<file path="src/rtl/dbg_run_controller_pkg.sv">
// dbg_run_controller_pkg: shared state encodings and default widths for the Nibbler run controller
package dbg_run_controller_pkg;
  localparam int ST_W = 2;
  localparam int PC_W_DEF = 12;
  localparam int CNT_W_DEF = 16;
  typedef enum logic [ST_W-1:0] {HALT = 2'd0, RUN = 2'd1, FINISH = 2'd2} state_t;
endpackage

</file>
<file path="src/rtl/dbg_run_controller_if.sv">
// dbg_run_controller_if: debug requests, core observation and run-control outputs
interface dbg_run_controller_if
  import dbg_run_controller_pkg::*;
#(
  parameter int PC_W = PC_W_DEF,
  parameter int CNT_W = CNT_W_DEF
);
  logic run;
  logic halt;
  logic step;
  logic bp_en;
  logic [PC_W-1:0] bp_addr;
  logic phase;
  logic [PC_W-1:0] pc;
  logic cpu_en;
  logic halted;
  logic bp_hit;
  logic [CNT_W-1:0] instr_count;
  modport master (
    output run, halt, step, bp_en, bp_addr, phase, pc,
    input cpu_en, halted, bp_hit, instr_count
  );
  modport slave (
    input run, halt, step, bp_en, bp_addr, phase, pc,
    output cpu_en, halted, bp_hit, instr_count
  );
endinterface

</file>
<file path="src/rtl/dbg_sat_counter.sv">
// dbg_sat_counter: enabled up-counter that sticks at all-ones, async active-high reset
module dbg_sat_counter #(
  parameter int W = 16
) (
  input  logic         clk,
  input  logic         rst,
  input  logic         en_i,
  output logic [W-1:0] cnt_o
);
  logic [W-1:0] cnt_q;
  always_ff @(posedge clk or posedge rst)
    if (rst) cnt_q <= '0;
    else if (en_i && !(&cnt_q)) cnt_q <= cnt_q + W'(1);
  assign cnt_o = cnt_q;
endmodule

</file>
<file path="src/rtl/dbg_run_controller.sv">
// dbg_run_controller: run/halt/step/breakpoint sequencer gating the Nibbler core clock enable.
// Define DBG_INSTR_COUNT_EN to build the retired-instruction counter; otherwise instr_count is 0.
module dbg_run_controller
  import dbg_run_controller_pkg::*;
#(
  parameter bit RESET_RUN = 1'b1,
  parameter int PC_W = PC_W_DEF,
  parameter int CNT_W = CNT_W_DEF
) (
  input  logic clock,
  input  logic reset,
  dbg_run_controller_if.slave dbg
);
  state_t state_q, state_d;
  logic skip_q, skip_d;
  logic bp_hit_q, bp_hit_d;
  logic bp_match, cpu_en;
  // skip_q masks the breakpoint until the instruction at bp_addr has executed once after a resume
  assign bp_match = dbg.bp_en & ~skip_q & ~dbg.phase & (PC_W'(dbg.pc) == PC_W'(dbg.bp_addr));
  assign cpu_en = (state_q == RUN) ? ~bp_match : (state_q == FINISH);
  always_ff @(posedge clock or posedge reset)
    if (reset) begin
      state_q  <= RESET_RUN ? RUN : HALT;
      skip_q   <= 1'b1;
      bp_hit_q <= 1'b0;
    end else begin
      state_q  <= state_d;
      skip_q   <= skip_d;
      bp_hit_q <= bp_hit_d;
    end
  always_comb begin
    state_d  = state_q;
    skip_d   = skip_q & ~(cpu_en & dbg.phase);
    bp_hit_d = bp_hit_q;
    case (state_q)
      HALT:
        if (!dbg.halt && (dbg.run || dbg.step)) begin
          state_d  = dbg.run ? RUN : FINISH;
          skip_d   = 1'b1;
          bp_hit_d = 1'b0;
        end
      RUN:
        if (bp_match) begin
          state_d  = HALT;
          bp_hit_d = 1'b1;
        end else if (dbg.halt) state_d = dbg.phase ? HALT : FINISH;
      FINISH: state_d = dbg.phase ? HALT : FINISH;
      default: state_d = HALT;
    endcase
  end
  assign dbg.cpu_en = cpu_en;
  assign dbg.halted = (state_q == HALT);
  assign dbg.bp_hit = bp_hit_q;
`ifdef DBG_INSTR_COUNT_EN
  dbg_sat_counter #(.W(CNT_W)) u_cnt (
    .clk  (clock),
    .rst  (reset),
    .en_i (cpu_en & dbg.phase),
    .cnt_o(dbg.instr_count)
  );
`else
  assign dbg.instr_count = {CNT_W{1'b0}};
`endif
endmodule
</file>
<file path="src/flat_wrapper.sv">
// flat-port wrapper written by rule: the top's interface ports become plain ports
module dbg_run_controller_flat import dbg_run_controller_pkg::*;
#(
  parameter bit RESET_RUN = 1'b1,
  parameter int PC_W = PC_W_DEF,
  parameter int CNT_W = CNT_W_DEF
)
  (clock, reset, dbg_run, dbg_halt, dbg_step, dbg_bp_en, dbg_bp_addr, dbg_phase, dbg_pc, dbg_cpu_en, dbg_halted, dbg_bp_hit, dbg_instr_count);
  dbg_run_controller_if #(.PC_W(PC_W), .CNT_W(CNT_W)) dbg_i ();
  input  logic clock;
  input  logic reset;
  input wire logic [$bits(dbg_i.run)-1:0] dbg_run;
  input wire logic [$bits(dbg_i.halt)-1:0] dbg_halt;
  input wire logic [$bits(dbg_i.step)-1:0] dbg_step;
  input wire logic [$bits(dbg_i.bp_en)-1:0] dbg_bp_en;
  input wire logic [$bits(dbg_i.bp_addr)-1:0] dbg_bp_addr;
  input wire logic [$bits(dbg_i.phase)-1:0] dbg_phase;
  input wire logic [$bits(dbg_i.pc)-1:0] dbg_pc;
  output wire logic [$bits(dbg_i.cpu_en)-1:0] dbg_cpu_en;
  output wire logic [$bits(dbg_i.halted)-1:0] dbg_halted;
  output wire logic [$bits(dbg_i.bp_hit)-1:0] dbg_bp_hit;
  output wire logic [$bits(dbg_i.instr_count)-1:0] dbg_instr_count;
  assign dbg_i.run = dbg_run;
  assign dbg_i.halt = dbg_halt;
  assign dbg_i.step = dbg_step;
  assign dbg_i.bp_en = dbg_bp_en;
  assign dbg_i.bp_addr = dbg_bp_addr;
  assign dbg_i.phase = dbg_phase;
  assign dbg_i.pc = dbg_pc;
  assign dbg_cpu_en = dbg_i.cpu_en;
  assign dbg_halted = dbg_i.halted;
  assign dbg_bp_hit = dbg_i.bp_hit;
  assign dbg_instr_count = dbg_i.instr_count;
  dbg_run_controller #(.RESET_RUN(RESET_RUN), .PC_W(PC_W), .CNT_W(CNT_W)) u_core (.clock(clock), .reset(reset), .dbg(dbg_i));
endmodule
</file>
<file path="config.mk">
export PLATFORM = sky130hd
export DESIGN_NAME = dbg_run_controller_flat
export DESIGN_NICKNAME = d
export VERILOG_FILES = /design/src/rtl/dbg_run_controller_pkg.sv /design/src/rtl/dbg_run_controller_if.sv /design/src/rtl/dbg_sat_counter.sv /design/src/rtl/dbg_run_controller.sv /design/src/flat_wrapper.sv
export SDC_FILE = /design/constraint.sdc
export NUM_CORES = 1
export LEC_CHECK = 0
export BUFFER_PORTS_ARGS = -buffer_cell sky130_fd_sc_hd__buf_2
export CAP_MARGIN = 20
export CORE_MARGIN = 2
export CORE_UTILIZATION = 37
export CTS_CLUSTER_DIAMETER = 50
export DETAILED_ROUTE_END_ITERATION = 16
export GPL_ROUTABILITY_DRIVEN = 1
export PLACE_DENSITY = 0.82
export SYNTH_ARGS = -nofsm -noshare
export SYNTH_HDL_FRONTEND = slang
export SYNTH_SLANG_ARGS = --single-unit
</file>
<file path="constraint.sdc">
create_clock -name clock -period 3.1 [get_ports clock]
set_input_delay 0.155 -clock clock [delete_from_list [all_inputs] [get_ports clock]]
set_output_delay 0.155 -clock clock [all_outputs]
set_load 0.03 [all_outputs]
</file>
==> results.tsv <==
stage	metric	value	unit
flow_run	Max Cap Viol	0	
hold_path	Min-Delay Path Class	primary input to flop	
drt	Detailed Route Iter0 Violations	0	
worst_setup_path	CP bufs+invs	1	
synthesis	top_reg_cell synth	dfstp_2	
drt	residual DRC count	0	
placement	pre-CTS setup slack	1690	ps
finish	fraction of layout cells with a size suffix above 1	40.6	%
clocking	clk_lat worst skew	230	ps
synthesis	sequential cell area fraction in the yosys report	20.5	%
worst_setup_path	CP max stage cell	dfstp_2	
clocking	TritonCTS clock tree	built	
timing	Setup TNS	0	ps
die	Core ar.	1280	sq um
placement	placement-stage cell area	613	sq um
synthesis	largest area contributor in the netlist	buf_4	
die	Die ar.	1660	sq um
clocking	CTS clk-pin slew, worst paths	40	ps
synthesis	syn avg cell area	8.07	sq um
global_route	first-pass GRT wire length	1680	microns
timing	Achievable Freq	610	MHz
die	# IOs	50	
worst_setup_path	Critical Path End Type	output port	
timing	RSZ-0062 raised after global routing	false	
pwr	static leakage	0.340	nW
synthesis	Yosys warnings	0	
clocking	clock buffer depth	2	
run_status	outcome	finished clean	
drt	Final ANT Viol Nets	0	
timing	PnR worst setup slack	1460	ps
worst_setup_path	slowest cell delay on critical path	360	ps
worst_setup_path	Worst setup SP type	flop	
worst_setup_path	CP top delay family	simple AND/OR/NAND/NOR gates	
timing	Tmin final	1640	ps
clocking	clock sink total	4	
global_route	All-Layer GR Usage	15.2	%
finish	final net count	129	
synthesis	Synth top cells by count	buf_4, xnor2_1	
placement	Detail Placement HPWL	874	microns
pwr	maximum VDD drop	0.000239	V
timing	# setup viols final	0	
placement	Final Wtd Congestion	0.664	
clocking	TritonCTS buffer count	3	
synthesis	top-count cell post-synth	buf_4	
drt	WL/cell	8.92	microns
synthesis	largest cells by area after synthesis	buf_4, xnor2_1, dfstp_2	
die	Initial Util	38.9	%
synthesis	asr flop ratio synth	100	%
global_route	total gr overflow	0	
global_route	largest net degree at the start of global routing	11	
synthesis	area of the mapped netlist	500	sq um
clocking	setup repair bufs after CTS	0	
pwr	PD cells	377	nW/um^2
synthesis	Syn Inst Count	62	
synthesis	Cell variety after synth	21	
drt	drt total wl	990	microns
placement	Buffers on Ports	33	
synthesis	number of synthesized flops with an enable pin	0	
drt	drt pass-1 iters	1	
timing	post-route clock period utilization	52.8	%
timing	Fin. Hold Viols	0	
worst_setup_path	Arr. time, crit path	1480	ps
clocking	CTS HTree Levels	1	
worst_setup_path	Cell Chain, Critical Path	nor2_1 > nand3_1 > nor4_4 > o21ai_0 > buf_2	
timing	Setup Skew	0.807	ps
global_route	initial antenna violation count	0	
drt	DR vias/cell	4.08	
finish	ant diodes	0	
die	DIE HEIGHT	40.8	microns
worst_setup_path	critical path required time	2940	ps
synthesis	post-synth top area share	24.0	%
clocking	clk root buf	clkbuf_4	
die	die width	40.8	microns
worst_setup_path	critical path class	flop to output port	
synthesis	flops & latches, synth	4	
worst_setup_path	Max FO, Critical Path	4	
die	site row count	13	
finish	Finished Cell Area	646	sq um
global_route	vias in the first global route	407	
drt	vias	453	
finish	Area growth, synth to finish	29.0	%
timing	Pins Over Slew Limit	0	
-- stage by stage --
step                      hold WS (ps)  power [W]  util (%)  cells
final                              165   0.000243      50.2    111
after global routing               197   0.000262      50.2    111
after CTS                          165   0.000246      50.2    111
after detailed placement          39.7   0.000179      47.7    107
after global placement            38.3   0.000177      47.7    107
after floorplan                  -80.4   0.000162         -     77
-- worst reg2reg max path, delay by kind of cell, from the launching register on --
kind / cells / cell delay, ps
AO/OA/AOI/OAI: 1 / 190
flip-flops: 1 / 360
AND/OR/NAND/NOR: 3 / 550
-- registers in the layout, summed over array words and instances (netlist names) --
signal,flops
u_core.state_q,2
u_core.dbg.bp_hit,1
u_core.skip_q,1
-- final timing paths --
path	startpoint	endpoint	slack [ps]	depth (start not counted)
setup / recovery	u_core.skip_q	dbg_cpu_en	1460	5
hold / removal	dbg_halt	u_core.state_q[0]	170	4
setup reg to reg	u_core.skip_q	u_core.dbg.bp_hit	1930	4
hold reg to reg	u_core.skip_q	u_core.skip_q	580	1
max in group asynchronous	reset	u_core.skip_q	2540	3
min in group asynchronous	reset	u_core.state_q[1]	340	3
-- layout by cell type (no fill, tap or decap), types with 3 or more instances in the layout --
master    count
buf_2        33
conb_1       16
clkbuf_4      3
nand4_1       3
nor2_1        3
nand2_1       3
inv_1         3
xnor2_1      12
-- routing by layer --
metal | vias to the layer above | track usage, % | share of wire (%) | routed length [microns]
li1 | 241 | - | - | -
met1 | 196 | 17.2 | 42 | 418
met2 | 16 | 26.6 | 52 | 512
met3 | 0 | 8.15 | 5.9 | 58
met4 | 0 | 0 | 0 | 0
met5 | - | 0 | 0 | 0
-- area by class of cell --
type | instances | area (sq um)
Fill cell | 137 | 639
Multi-Input combinational cell | 52 | 315
Timing Repair Buffer | 34 | 175
Sequential cell | 4 | 103
Clock buffer | 3 | 22.5
Tap cell | 15 | 18.8
Inverter | 3 | 11.3
-- report_power, final --
group           total, W  switching [W]  internal [W]
registers      0.0000743      0.0000105     0.0000637
clock network  0.0000638      0.0000205     0.0000433
logic           0.000105      0.0000651     0.0000401
total           0.000243      0.0000962      0.000147
-- cells by family (layout without fill, tap and decap cells) --
family | count (synthesis) | in the layout | share of synthesized area [%]
AO/OA/AOI/OAI | 9 | 9 | 12.0
XOR/XNOR | 12 | 12 | 21.0
buffers and inverters | 21 | 40 | 27.8
flip-flops | 4 | 4 | 20.5
other | 1 | 16 | 0.749
AND/OR/NAND/NOR | 15 | 15 | 18.0
-- timing repair --
| item | CTS | global route |
|---|---|---|
| hold endpoints to repair | 4 | 0 |
| hold buffers | 1 | 0 |
| endpoints found under the setup margin | 0 | 0 |
| gates resized for setup | 0 | 0 |
No activity file was read; power rests on OpenSTA's default activity.
